--- src/rtl/attack_tx.sv ---
// Attacker-side shot launcher: validates a switch-selected target and sends it to the opponent board over a req/ack handshake.
// Optional multi-cell salvo shots are compiled in with the ATTACK_TX_SALVO_EN macro.
//
// state    | meaning
// IDLE     | waiting for a fire rising edge
// CHECK    | validating the latched shot
// SEND     | attack word presented, waiting for opp_ready_i
// WAIT_REL | shot taken, waiting for opp_ready_i to drop
// ERR      | shot rejected, waiting for fire release
// WON      | opponent eliminated, only clr leaves
module attack_tx #(
    parameter int N         = 16,
    parameter int MAX_SALVO = 3,
    localparam int CW       = $clog2(N + 1)
) (
    input  logic          clk,
    input  logic          clr,
    input  logic [N-1:0]  sel_i,
    input  logic          fire_i,
    input  logic          opp_ready_i,
    input  logic          opp_alive_i,
    output logic [N-1:0]  attack_pos_o,
    output logic          attack_valid_o,
    output logic [N-1:0]  fired_mask_o,
    output logic [CW-1:0] shot_count_o,
    output logic          err_o,
    output logic          won_o
);

    typedef enum logic [2:0] {
        IDLE     = 3'd0,
        CHECK    = 3'd1,
        SEND     = 3'd2,
        WAIT_REL = 3'd3,
        ERR      = 3'd4,
        WON      = 3'd5
    } state_t;

`ifdef ATTACK_TX_SALVO_EN
    localparam int SHOT_MAX = MAX_SALVO;
`else
    // Single-cell shots only; a zero salvo limit would still forbid every shot.
    localparam int SHOT_MAX = (MAX_SALVO < 1) ? MAX_SALVO : 1;
`endif

    state_t        state_q;
    logic [N-1:0]  pos_q;
    logic [N-1:0]  attack_pos_q;
    logic          attack_valid_q;
    logic [N-1:0]  mask_q;
    logic [CW-1:0] count_q;
    logic          err_q;
    logic          won_q;
    logic          armed_q;
    logic          fire_q;

    logic [CW-1:0] pop_d;
    logic [CW-1:0] incr_d;
    logic [CW-1:0] count_d;
    logic [N-1:0]  mask_d;
    logic          shot_ok_d;

    function automatic logic [CW-1:0] popcnt(input logic [N-1:0] v);
        logic [CW-1:0] c;
        c = '0;
        for (int i = 0; i < N; i++) begin
            c = c + CW'(v[i]);
        end
        return c;
    endfunction

    always_comb begin
        pop_d     = popcnt(pos_q);
`ifdef ATTACK_TX_SALVO_EN
        incr_d    = pop_d;
`else
        incr_d    = CW'(1);
`endif
        count_d   = count_q + incr_d;
        mask_d    = mask_q | pos_q;
        shot_ok_d = (pos_q != '0) && ((pos_q & mask_q) == '0) &&
                    (pop_d != '0) && (pop_d <= CW'(SHOT_MAX));
    end

    always_ff @(posedge clk) begin
        if (clr) begin
            state_q        <= IDLE;
            pos_q          <= '0;
            attack_pos_q   <= '0;
            attack_valid_q <= 1'b0;
            mask_q         <= '0;
            count_q        <= '0;
            err_q          <= 1'b0;
            won_q          <= 1'b0;
            armed_q        <= 1'b0;
            fire_q         <= 1'b1;
        end else begin
            fire_q <= fire_i;
            if (opp_alive_i) begin
                armed_q <= 1'b1;
            end
            // An in-flight shot is dropped without touching the mask.
            if (armed_q && !opp_alive_i) begin
                state_q        <= WON;
                won_q          <= 1'b1;
                attack_valid_q <= 1'b0;
                attack_pos_q   <= '0;
                err_q          <= 1'b0;
            end else begin
                case (state_q)
                    IDLE: begin
                        if (fire_i && !fire_q) begin
                            pos_q   <= sel_i;
                            state_q <= CHECK;
                        end
                    end
                    CHECK: begin
                        if (shot_ok_d) begin
                            attack_pos_q   <= pos_q;
                            attack_valid_q <= 1'b1;
                            state_q        <= SEND;
                        end else begin
                            err_q   <= 1'b1;
                            state_q <= ERR;
                        end
                    end
                    SEND: begin
                        if (opp_ready_i) begin
                            mask_q         <= mask_d;
                            count_q        <= count_d;
                            attack_pos_q   <= '0;
                            attack_valid_q <= 1'b0;
                            state_q        <= WAIT_REL;
                        end
                    end
                    WAIT_REL: begin
                        if (!opp_ready_i) begin
                            state_q <= IDLE;
                        end
                    end
                    ERR: begin
                        if (!fire_i) begin
                            err_q   <= 1'b0;
                            state_q <= IDLE;
                        end
                    end
                    WON: begin
                        state_q <= WON;
                    end
                    default: begin
                        state_q <= IDLE;
                    end
                endcase
            end
        end
    end

    assign attack_pos_o   = attack_pos_q;
    assign attack_valid_o = attack_valid_q;
    assign fired_mask_o   = mask_q;
    assign shot_count_o   = count_q;
    assign err_o          = err_q;
    assign won_o          = won_q;

endmodule

--- config.mk ---
export PLATFORM = sky130hd
export DESIGN_NAME = attack_tx
export DESIGN_NICKNAME = d
export VERILOG_FILES = /design/src/rtl/attack_tx.sv
export SDC_FILE = /design/constraint.sdc
export NUM_CORES = 1
export LEC_CHECK = 0
export CAP_MARGIN = 10
export CELL_PAD_IN_SITES_DETAIL_PLACEMENT = 1
export CELL_PAD_IN_SITES_GLOBAL_PLACEMENT = 1
export CORE_MARGIN = 1.5
export CORE_UTILIZATION = 36
export CTS_BUF_LIST = sky130_fd_sc_hd__clkbuf_8
export CTS_CLUSTER_SIZE = 12
export DETAILED_ROUTE_END_ITERATION = 8
export GPL_ROUTABILITY_DRIVEN = 0
export PLACE_DENSITY = 0.82
export REMOVE_ABC_BUFFERS = 1
export SYNTH_ARGS = -nofsm -noshare
export SYNTH_HDL_FRONTEND = slang
export SYNTH_SLANG_ARGS = --single-unit
--- constraint.sdc ---
create_clock -name clk -period 3.94 [get_ports clk]
set_clock_uncertainty 0.05 [all_clocks]
set_input_delay 1.182 -clock clk [delete_from_list [all_inputs] [get_ports clk]]
set_output_delay 1.182 -clock clk [all_outputs]
set_load 0.02 [all_outputs]
==> results of run 1 <==
flip-flops by register name, indices dropped and copies added (netlist names):
| name | flops |
|---|---|
| armed_q | 1 |
| attack_pos_o | 16 |
| attack_valid_o | 1 |
| err_o | 1 |
| fire_q | 1 |
| fired_mask_o | 16 |
| pos_q | 16 |
| shot_count_o | 5 |
| state_q | 3 |
| won_o | 1 |
layout by cell type (no fill, tap or decap), types with 2 or more instances in the layout:
cell type        instances
dfxtp_2                  3
fa_1                    10
clkinv_2                 4
ha_1                     6
buf_4                   26
nor2_1                  47
a22oi_1                  4
and3_1                   2
nand4_1                  3
mux2i_1                 33
o21ai_0                  4
a21oi_1                 20
nand2_1                  6
a32oi_1                 16
nor2b_1                  3
clkdlybuf4s50_1         60
dfxtp_1                 58
nand2b_1                 4
nand3_1                 17
inv_1                   25
xor2_1                   3
clkbuf_8                10
buf_6                    2
worst max-delay path by stage:
stage                     startpoint               to  slack [ns]  depth (start not counted)
after detailed placement    pos_q[5]  attack_pos_o[8]       -0.77                         16
after CTS                  pos_q[11]            err_o       -0.56                         16
final                       pos_q[5]            err_o       -0.53                         16
after global routing        pos_q[5]            err_o       -0.76                         16
after floorplan             pos_q[5]            err_o       -0.81                         15
after global placement      pos_q[5]  attack_pos_o[4]       -0.54                         16
kinds of logic (layout without fill, tap and decap cells):
family,count (synthesis),in the layout
AND/OR/NAND/NOR,94,94
flip-flops,61,61
AO/OA/AOI/OAI,51,51
buffers and inverters,44,129
multiplexers,34,34
adder cells (fa/ha/maj),17,17
XOR/XNOR,4,4
timing repair:
action                                  in CTS  in global routing
endpoints found under the setup margin      20                 20
cloned                                       0                  0
resized for setup                            7                  1
buffers inserted                             4                  0
pin swaps                                    2                  0
hold endpoints to repair                     0                  0
worst register-to-register path, cell delays in order, from the launching register on:
cell and delay (ns):
dfxtp_2 0.34, inv_2 0.04, fa_1 0.52, inv_1 0.05, fa_1 0.46, fa_1 0.52, inv_1 0.05, fa_1 0.47
inv_1 0.04, ha_2 0.18, fa_1 0.46, nor4b_2 0.31, nand4_1 0.14, a31oi_1 0.20, nand4_2 0.16, buf_6 0.18
a32o_1 0.20
cell type report:
cell class / count / area, sq um / area share, %
flip-flops and latches: 61 / 1220 / 31.1
multi-input cells: 200 / 1490 / 37.7
repair buffers: 88 / 818 / 20.8
inverters: 25 / 93.8 / 2.38
clock buffers: 10 / 138 / 3.49
clock inverters: 6 / 53.8 / 1.36
well taps: 102 / 128 / 3.24
per-stage QoR:
step / TNS [ns] / setup WS (ns) / area, sq um
floorplan: -13.46 / -0.812 / 2790
global placement: -9.51 / -0.541 / 3700
detailed placement: -13.90 / -0.773 / 3700
CTS: -10.16 / -0.562 / 3940
global route: -14.11 / -0.760 / 3940
finish: -9.59 / -0.535 / 3940
layer usage:
| layer | share of wire (%) | track usage [%] |
|---|---|---|
| met5 | 0 | 0 |
| met4 | 2.5 | 8.85 |
| met3 | 3.1 | 4.93 |
| met2 | 49 | 34.7 |
| met1 | 46 | 26.7 |
power groups by stage:
stage | combinational (W) | sequential, W | clock (W)
4_1_cts | 0.000244 | 0.000644 | 0.000564
6_report | 0.000240 | 0.000644 | 0.000552
2_1_floorplan | 0.000129 | 0.000661 | 0
3_3_place_gp | 0.000216 | 0.000657 | 0
3_5_place_dp | 0.000226 | 0.000658 | 0
5_1_grt | 0.000262 | 0.000646 | 0.000594
==> impl_metrics.yaml, run 1 <==
critical_path:
  cp_num_buf_inv: 5
  rr_worst_depth: 16
  crit_top_cell: "fa_1"
  cp_max_fo: 6
  path_delay_family: "adder cells"
  crit_required_ns: 4.13
  worst_r2r_startpoint: "pos_q[5]"
  rrSetupSlack_ns: -0.53
  worst_setup_path_start_kind: "flop"
  end_kind: "flop"
  timing.rr.end: "err_o"
  cp.arrival_ns: 4.67
  crit_chain: "inv_2 -> fa_1 -> inv_1 -> fa_1 -> fa_1 -> inv_1 -> fa_1 -> inv_1 -> ha_2 -> fa_1 -> nor4b_2 -> nand4_1 -> a31oi_1 -> nand4_2 -> buf_6 -> a32o_1"
  critical-path-max-stage-delay_ns: 0.52
  crit_path_top_delay_cell: "fa_1"
  worstSetupPathType: "flop to flop"
die:
  die_area_sq_um: 8560
  fp.coreArea_sq_um: 7730
  rows: 32
  ios: 61
  die_width_microns: 92.5
  fp.dieH_microns: 92.5
  initial_core_util_pct: 37.3
logic_synthesis:
  synth_edf_count: 0
  synth_compound_area_share_pct: 12.1
  synthAdderAreaFrac_pct: 9.97
  muxShareOfSynthArea_pct: 11.8
  synth_top_family_by_area: "simple AND/OR/NAND/NOR gates"
  ys_seq_area_share_pct: 42.3
  synthTopCellsByArea: "dfxtp_1, mux2i_1, fa_1"
  syn_area_sq_um: 2890
  yosysTopAreaCell: "dfxtp_1"
  yosys.cell_types.count: 40
  synthFlopType: "dfxtp_1"
  synth_xor_xnor_area_share_pct: 1.21
  async_reset_ff_share_pct: 0
  yosys.area.top_type_share_pct: 42.3
  synth-seq-cells: 61
  yosys_warnings: 0
  synth.most_common_cell: "dfxtp_1"
  synth-simple-area-share_pct: 16.0
  syn_inst: 305
  synth_top_cells_by_count: "dfxtp_1, nor2_1, mux2i_1"
  post_synth.cell_area_avg_sq_um: 9.46
grt:
  overflow: 0
  grt_pass1_vias: 2702
  grt_max_degree: 44
  grt_pass1_wl_microns: 13800
  antenna_found_initial: 0
  grtUsageTotal_pct: 21.2
detailed_routing:
  wire_per_inst_microns: 17.0
  first_pass_iters: 4
  drtIter0Drc: 95
  drc_errors: 0
  wirelength_microns: 8370
  routed-via-count: 2581
  final_antenna_net_count: 0
  avgViaCountPerCell: 5.25
job:
  maxCapViolCount: 0
power_and_ir_drop:
  p_switching_w: 0.000390
  leakagePower_nw: 1.70
  netSwitchingFraction_pct: 27.2
  comb_power_share_pct: 16.7
  p_seq_share_pct: 44.9
  vdd_drop_max_v: 0.000190
  powerDensity_nw_per_um2: 364
  p_clk_share_pct: 38.4
  finalPower_w: 0.00144
  internal-power_w: 0.00105
cts:
  clkTransAtPathRegs_ns: 0.07
  cts_root_buf: "clkbuf_8"
  numCtsBuffers: 9
  cts_tree: "done"
  clock_latency_ns: 0.35
  clock_path_buffers: 2
  numClockSinks: 61
  h-tree-depth: 3
  hold_buffers: 0
sta:
  fin_ws_ns: -0.535
  tightest_slew_ns: 0.722
  fmax_mhz: 223
  period_needed_ns: 4.47
  finalSetupViolCount: 20
  fin_hold_ws_ns: 0.426
  slew_violations: 0
  relSlewSlack_pct: 51.9
  period_share_pct: 114
  rsz0062_at_grt: "yes"
  final_hold_viol_count: 0
cells_and_area:
  nets: 423
  final_cells: 492
  syn2layout_area_growth_pct: 36.6
  fillers: 875
  drive_above_1_share_pct: 13.8
  diodes: 0
  utilization_pct: 51.0
worst_hold_path:
  hold_path.class: "flop to flop"
  holdPathStages: 2
  hold_path_end: "won_o"
  hp-start: "won_o"
placement:
  hpwl_microns: 5940
  port_buffers: 60
  placed_cells_incl_taps: 472
run_status:
  status: "complete, but fails checks"
  violations: "setup timing"
Note: power is estimated with default switching activity, not from simulation.
==> run 2, diff against run 1 <==
--- a/config.mk
+++ b/config.mk
@@ -16,6 +16,7 @@
 export GPL_ROUTABILITY_DRIVEN = 0
 export PLACE_DENSITY = 0.82
 export REMOVE_ABC_BUFFERS = 1
+export SKIP_CTS_REPAIR_TIMING = 1
 export SYNTH_ARGS = -nofsm -noshare
 export SYNTH_HDL_FRONTEND = slang
 export SYNTH_SLANG_ARGS = --single-unit
==> run 2 against run 1 <==
Against the previous run: the run still ends with setup timing left; largest cell class unchanged; worst hold slack about the same; sequential cell count unchanged; non-clock buffer count increased by 2; first-iteration DRC count decreased by 26%; clock-buffer cell count unchanged.
==> impl_metrics.yaml, run 2 (synthesized netlist as in run 1, its figures left out) <==
run_status:
  status: "complete, but fails checks"
  violations: "setup timing"
critical_path:
  cp_max_fo: 6
  cp.arrival_ns: 4.86
  worstSetupPathType: "flop to flop"
  crit_required_ns: 4.14
  end_kind: "flop"
  crit_chain: "fa_1 -> inv_1 -> fa_1 -> inv_2 -> fa_1 -> inv_1 -> fa_1 -> inv_2 -> ha_4 -> fa_1 -> nor4b_2 -> nand4_1 -> a31oi_1 -> nand4_2 -> buf_6 -> a32o_1"
  crit_path_top_delay_cell: "fa_1"
  crit_top_cell: "fa_1"
  critical-path-max-stage-delay_ns: 0.53
  worst_setup_path_start_kind: "flop"
sta:
  rsz0062_at_grt: "yes"
  slew_violations: 0
  period_needed_ns: 4.66
  fmax_mhz: 214
  period_share_pct: 118
  tightest_slew_ns: 0.725
  final_hold_viol_count: 0
  finalSetupTns_ns: -13.55
  fin_ws_ns: -0.725
  relSlewSlack_pct: 51.6
  fin_hold_ws_ns: 0.426
  finalSetupViolCount: 20
cts:
  numClockSinks: 61
  h-tree-depth: 3
  clock_latency_ns: 0.35
  clkTransAtPathRegs_ns: 0.07
  cts_tree: "done"
  clock_path_buffers: 2
  cts_root_buf: "clkbuf_8"
  numCtsBuffers: 9
power_and_ir_drop:
  p_switching_w: 0.000401
  leakagePower_nw: 1.71
  p_seq_share_pct: 44.1
  p_clk_share_pct: 37.7
  vdd_drop_max_v: 0.000152
  internal-power_w: 0.00106
  finalPower_w: 0.00146
  comb_power_share_pct: 18.2
  netSwitchingFraction_pct: 27.4
  powerDensity_nw_per_um2: 368
die:
  rows: 32
  initial_core_util_pct: 37.3
  fp.dieH_microns: 92.5
  die_width_microns: 92.5
  ios: 61
  fp.coreArea_sq_um: 7730
  die_area_sq_um: 8560
grt:
  grt_pass1_wl_microns: 13700
  grtUsageTotal_pct: 21.0
  antenna_found_initial: 0
  grt_pass1_vias: 2676
  overflow: 0
  grt_max_degree: 44
detailed_routing:
  routed-via-count: 2617
  first_pass_iters: 5
  wirelength_microns: 8520
  drtIter0Drc: 70
  drc_errors: 0
  avgViaCountPerCell: 5.30
  wire_per_inst_microns: 17.2
  final_antenna_net_count: 0
placement:
  port_buffers: 60
  hpwl_microns: 5940
cells_and_area:
  final_cell_mix: "clkdlybuf4s50_1, dfxtp_1, nor2_1"
  diodes: 0
  drive_above_1_share_pct: 14.3
  nets: 425
  utilization_pct: 51.4
  fillers: 875
  syn2layout_area_growth_pct: 37.6
  final_common_cell: "clkdlybuf4s50_1"
job:
  maxCapViolCount: 0
worst_hold_path:
  hold_path.class: "flop to flop"
[run 2: cell count changes in the layout (fill, tap and decap cells not counted)]
cell     before  now
inv_2         1    2
buf_6         2    3
dfxtp_2       3    2
buf_4        26   27
dfxtp_1      58   59
inv_1        25   24
ha_4          0    1
ha_2          1    0
[run 2: per-layer routing]
metal	wire length (microns)	part of all wire [%]	global-route usage [%]	vias up
li1	-	-	-	1234
met1	3910	46	26.5	1315
met2	4200	49	34.6	55
met4	147	1.7	9.49	0
met5	0	0	0	-
met3	261	3.1	3.94	13
[run 2: final timing paths]
path	start	endpoint	slack, ns	cells after the start
setup reg to reg	pos_q[11]	err_o	-0.72	16
hold reg to reg	won_o	won_o	0.43	2
setup / recovery	pos_q[11]	err_o	-0.72	16
hold / removal	won_o	won_o	0.43	2
[run 2: final cells by class]
type	instances	area [sq um]	area share, %
multi-input combinational	200	1500	37.7
sequential	61	1220	30.8
timing repair buffer	90	837	21.1
clock buffer	10	138	3.47
tap	102	128	3.21
inverter	25	93.8	2.36
clock inverter	6	53.8	1.36
[run 2: critical path, delay by kind of cell, from the launching register on]
family          cells  cell delay (ns)
compound gates      2             0.40
fa+ha+maj           6             2.69
buf+inv             5             0.41
flops               1             0.34
simple gates        3             0.68
[run 2: power groups by stage]
stage | Clock [W] | Combinational, W | Sequential, W
after floorplan | 0 | 0.000129 | 0.000661
after global placement | 0 | 0.000216 | 0.000657
after detailed placement | 0 | 0.000226 | 0.000658
after CTS | 0.000564 | 0.000230 | 0.000644
after global routing | 0.000594 | 0.000286 | 0.000646
final | 0.000552 | 0.000266 | 0.000645
[run 2: through the flow]
step,cells,cell area [sq um],worst slack [ns]
finish,494,3970,-0.725
global route,494,3970,-0.899
CTS,488,3890,-0.828
detailed placement,472,3700,-0.773
global placement,472,3700,-0.541
floorplan,286,2790,-0.812
==> run 3, diff against run 2 <==
--- a/config.mk
+++ b/config.mk
@@ -14,7 +14,8 @@
 export CTS_CLUSTER_SIZE = 12
 export DETAILED_ROUTE_END_ITERATION = 8
 export GPL_ROUTABILITY_DRIVEN = 0
-export PLACE_DENSITY = 0.82
+export HOLD_SLACK_MARGIN = 0.03
+export PLACE_DENSITY_LB_ADDON = 0.25
 export REMOVE_ABC_BUFFERS = 1
 export SKIP_CTS_REPAIR_TIMING = 1
 export SYNTH_ARGS = -nofsm -noshare
==> run 3 against run 2 <==
Against the previous run: the flow still finishes with violations (setup timing); combinational power decreased by 9.0%; clock-buffer cell count unchanged; via count decreased by 3.6%; critical path depth unchanged; final area decreased by 1.8%; non-clock buffer count decreased by 5; first-iteration DRC count increased by 66%; sequential share of layout area increased by 0.59 points; sequential cell count unchanged; sequential power about the same; critical endpoint unchanged; largest power group unchanged; highest routed layer unchanged.
==> impl_metrics.yaml, run 3 (synthesized netlist as in run 1, its figures left out) <==
run_status:
  status: "complete, but fails checks"
  violations: "setup timing"
die:
  rows: 32
  initial_core_util_pct: 37.3
  fp.dieH_microns: 92.5
  die_width_microns: 92.5
  ios: 61
  die_area_sq_um: 8560
  fp.coreArea_sq_um: 7730
critical_path:
  worst_setup_path_start_kind: "flop"
  crit_chain: "inv_1 -> fa_1 -> inv_1 -> fa_1 -> fa_1 -> inv_1 -> fa_1 -> inv_1 -> ha_2 -> fa_1 -> nor4b_2 -> nand4_1 -> a31oi_1 -> nand4_2 -> buf_6 -> a32o_1"
  cp.arrival_ns: 4.57
  crit_top_cell: "fa_1"
  crit_path_top_delay_cell: "fa_1"
  end_kind: "flop"
  worstSetupPathType: "flop to flop"
  critical-path-max-stage-delay_ns: 0.53
  crit_required_ns: 4.12
  cp_max_fo: 3
cts:
  clock_latency_ns: 0.34
  clkTransAtPathRegs_ns: 0.07
  cts_root_buf: "clkbuf_8"
  numClockSinks: 61
  cts_tree: "done"
  h-tree-depth: 3
  numCtsBuffers: 9
  clock_path_buffers: 2
power_and_ir_drop:
  powerDensity_nw_per_um2: 348
  vdd_drop_max_v: 0.000144
  leakagePower_nw: 1.68
cells_and_area:
  stdcell_area_sq_um: 3900
  final_common_cell: "clkdlybuf4s50_1"
  final_cells: 488
  fillers: 887
  nets: 420
  final_cell_mix: "clkdlybuf4s50_1, dfxtp_1, nor2_1"
  utilization_pct: 50.5
  drive_above_1_share_pct: 12.4
  diodes: 0
  syn2layout_area_growth_pct: 35.2
job:
  maxCapViolCount: 0
detailed_routing:
  first_pass_iters: 4
  avgViaCountPerCell: 5.17
  wirelength_microns: 8090
  routed-via-count: 2522
  drtIter0Drc: 116
  wire_per_inst_microns: 16.6
  final_antenna_net_count: 0
  drc_errors: 0
sta:
  fin_ws_ns: -0.447
  tightest_slew_ns: 0.753
  slew_violations: 0
  period_share_pct: 111
  period_needed_ns: 4.39
  final_hold_viol_count: 0
  finalSetupViolCount: 20
  rsz0062_at_grt: "yes"
  relSlewSlack_pct: 49.8
  fmax_mhz: 228
grt:
  grt_pass1_wl_microns: 13100
  antenna_found_initial: 0
  grt_pass1_vias: 2590
  overflow: 0
  grt_max_degree: 44
  grtUsageTotal_pct: 20.2
placement:
  placed_cells_incl_taps: 472
  hpwl_microns: 5910
  port_buffers: 60
  placedInstanceArea_sq_um: 3710
worst_hold_path:
  hold_path.class: "flop to flop"
==> run 3: critical path: cells and delay by family, from the launching register on <==
family,cells,cell delay [ns]
adder cells (fa/ha/maj),6,2.61
AND/OR/NAND/NOR,3,0.53
AO/OA/AOI/OAI,2,0.39
buffers and inverters,5,0.38
flip-flops,1,0.32
==> run 3: per-layer routing <==
metal  wire length [microns]  part of all wire [%]  track usage [%]  vias up
met4                     207                   2.6             10.3        0
met1                    3750                    46             26.3     1243
met2                    3930                    49             32.3       47
met5                       0                     0                0        -
met3                     211                   2.6             3.12       14
li1                        -                     -                -     1218
==> run 3: layout make-up <==
class                           instances  area, sq um  area share (%)
Multi-Input combinational cell        200         1490            38.2
Tap cell                              102          128            3.27
Clock inverter                          5         21.3           0.545
Sequential cell                        61         1220            31.4
Inverter                               25         93.8            2.41
Timing Repair Buffer                   85          805            20.6
Clock buffer                           10          138            3.53
==> run 3: per-stage QoR <==
step / hold WS [ns] / TNS, ns / worst slack [ns] / power [W]
3_3_place_gp: 0.402 / -8.23 / -0.445 / 0.000882
2_1_floorplan: 0.403 / -13.46 / -0.812 / 0.000790
4_1_cts: 0.434 / -10.71 / -0.575 / 0.00136
5_1_grt: 0.454 / -13.76 / -0.737 / 0.00142
6_report: 0.426 / -8.21 / -0.447 / 0.00136
3_5_place_dp: 0.418 / -10.78 / -0.577 / 0.000890
==> run 3: path summary, 6_finish.rpt <==
check	from	end	slack (ns)	cells past startpoint
setup / recovery	pos_q[5]	err_o	-0.45	16
setup reg to reg	pos_q[5]	err_o	-0.45	16
hold / removal	won_o	won_o	0.43	2
hold reg to reg	won_o	won_o	0.43	2
==> run 3: power breakdown <==
group          switching, W  internal [W]  total (W)
registers         0.0000146      0.000630   0.000645
clock network      0.000237      0.000233   0.000470
logic              0.000126      0.000115   0.000242
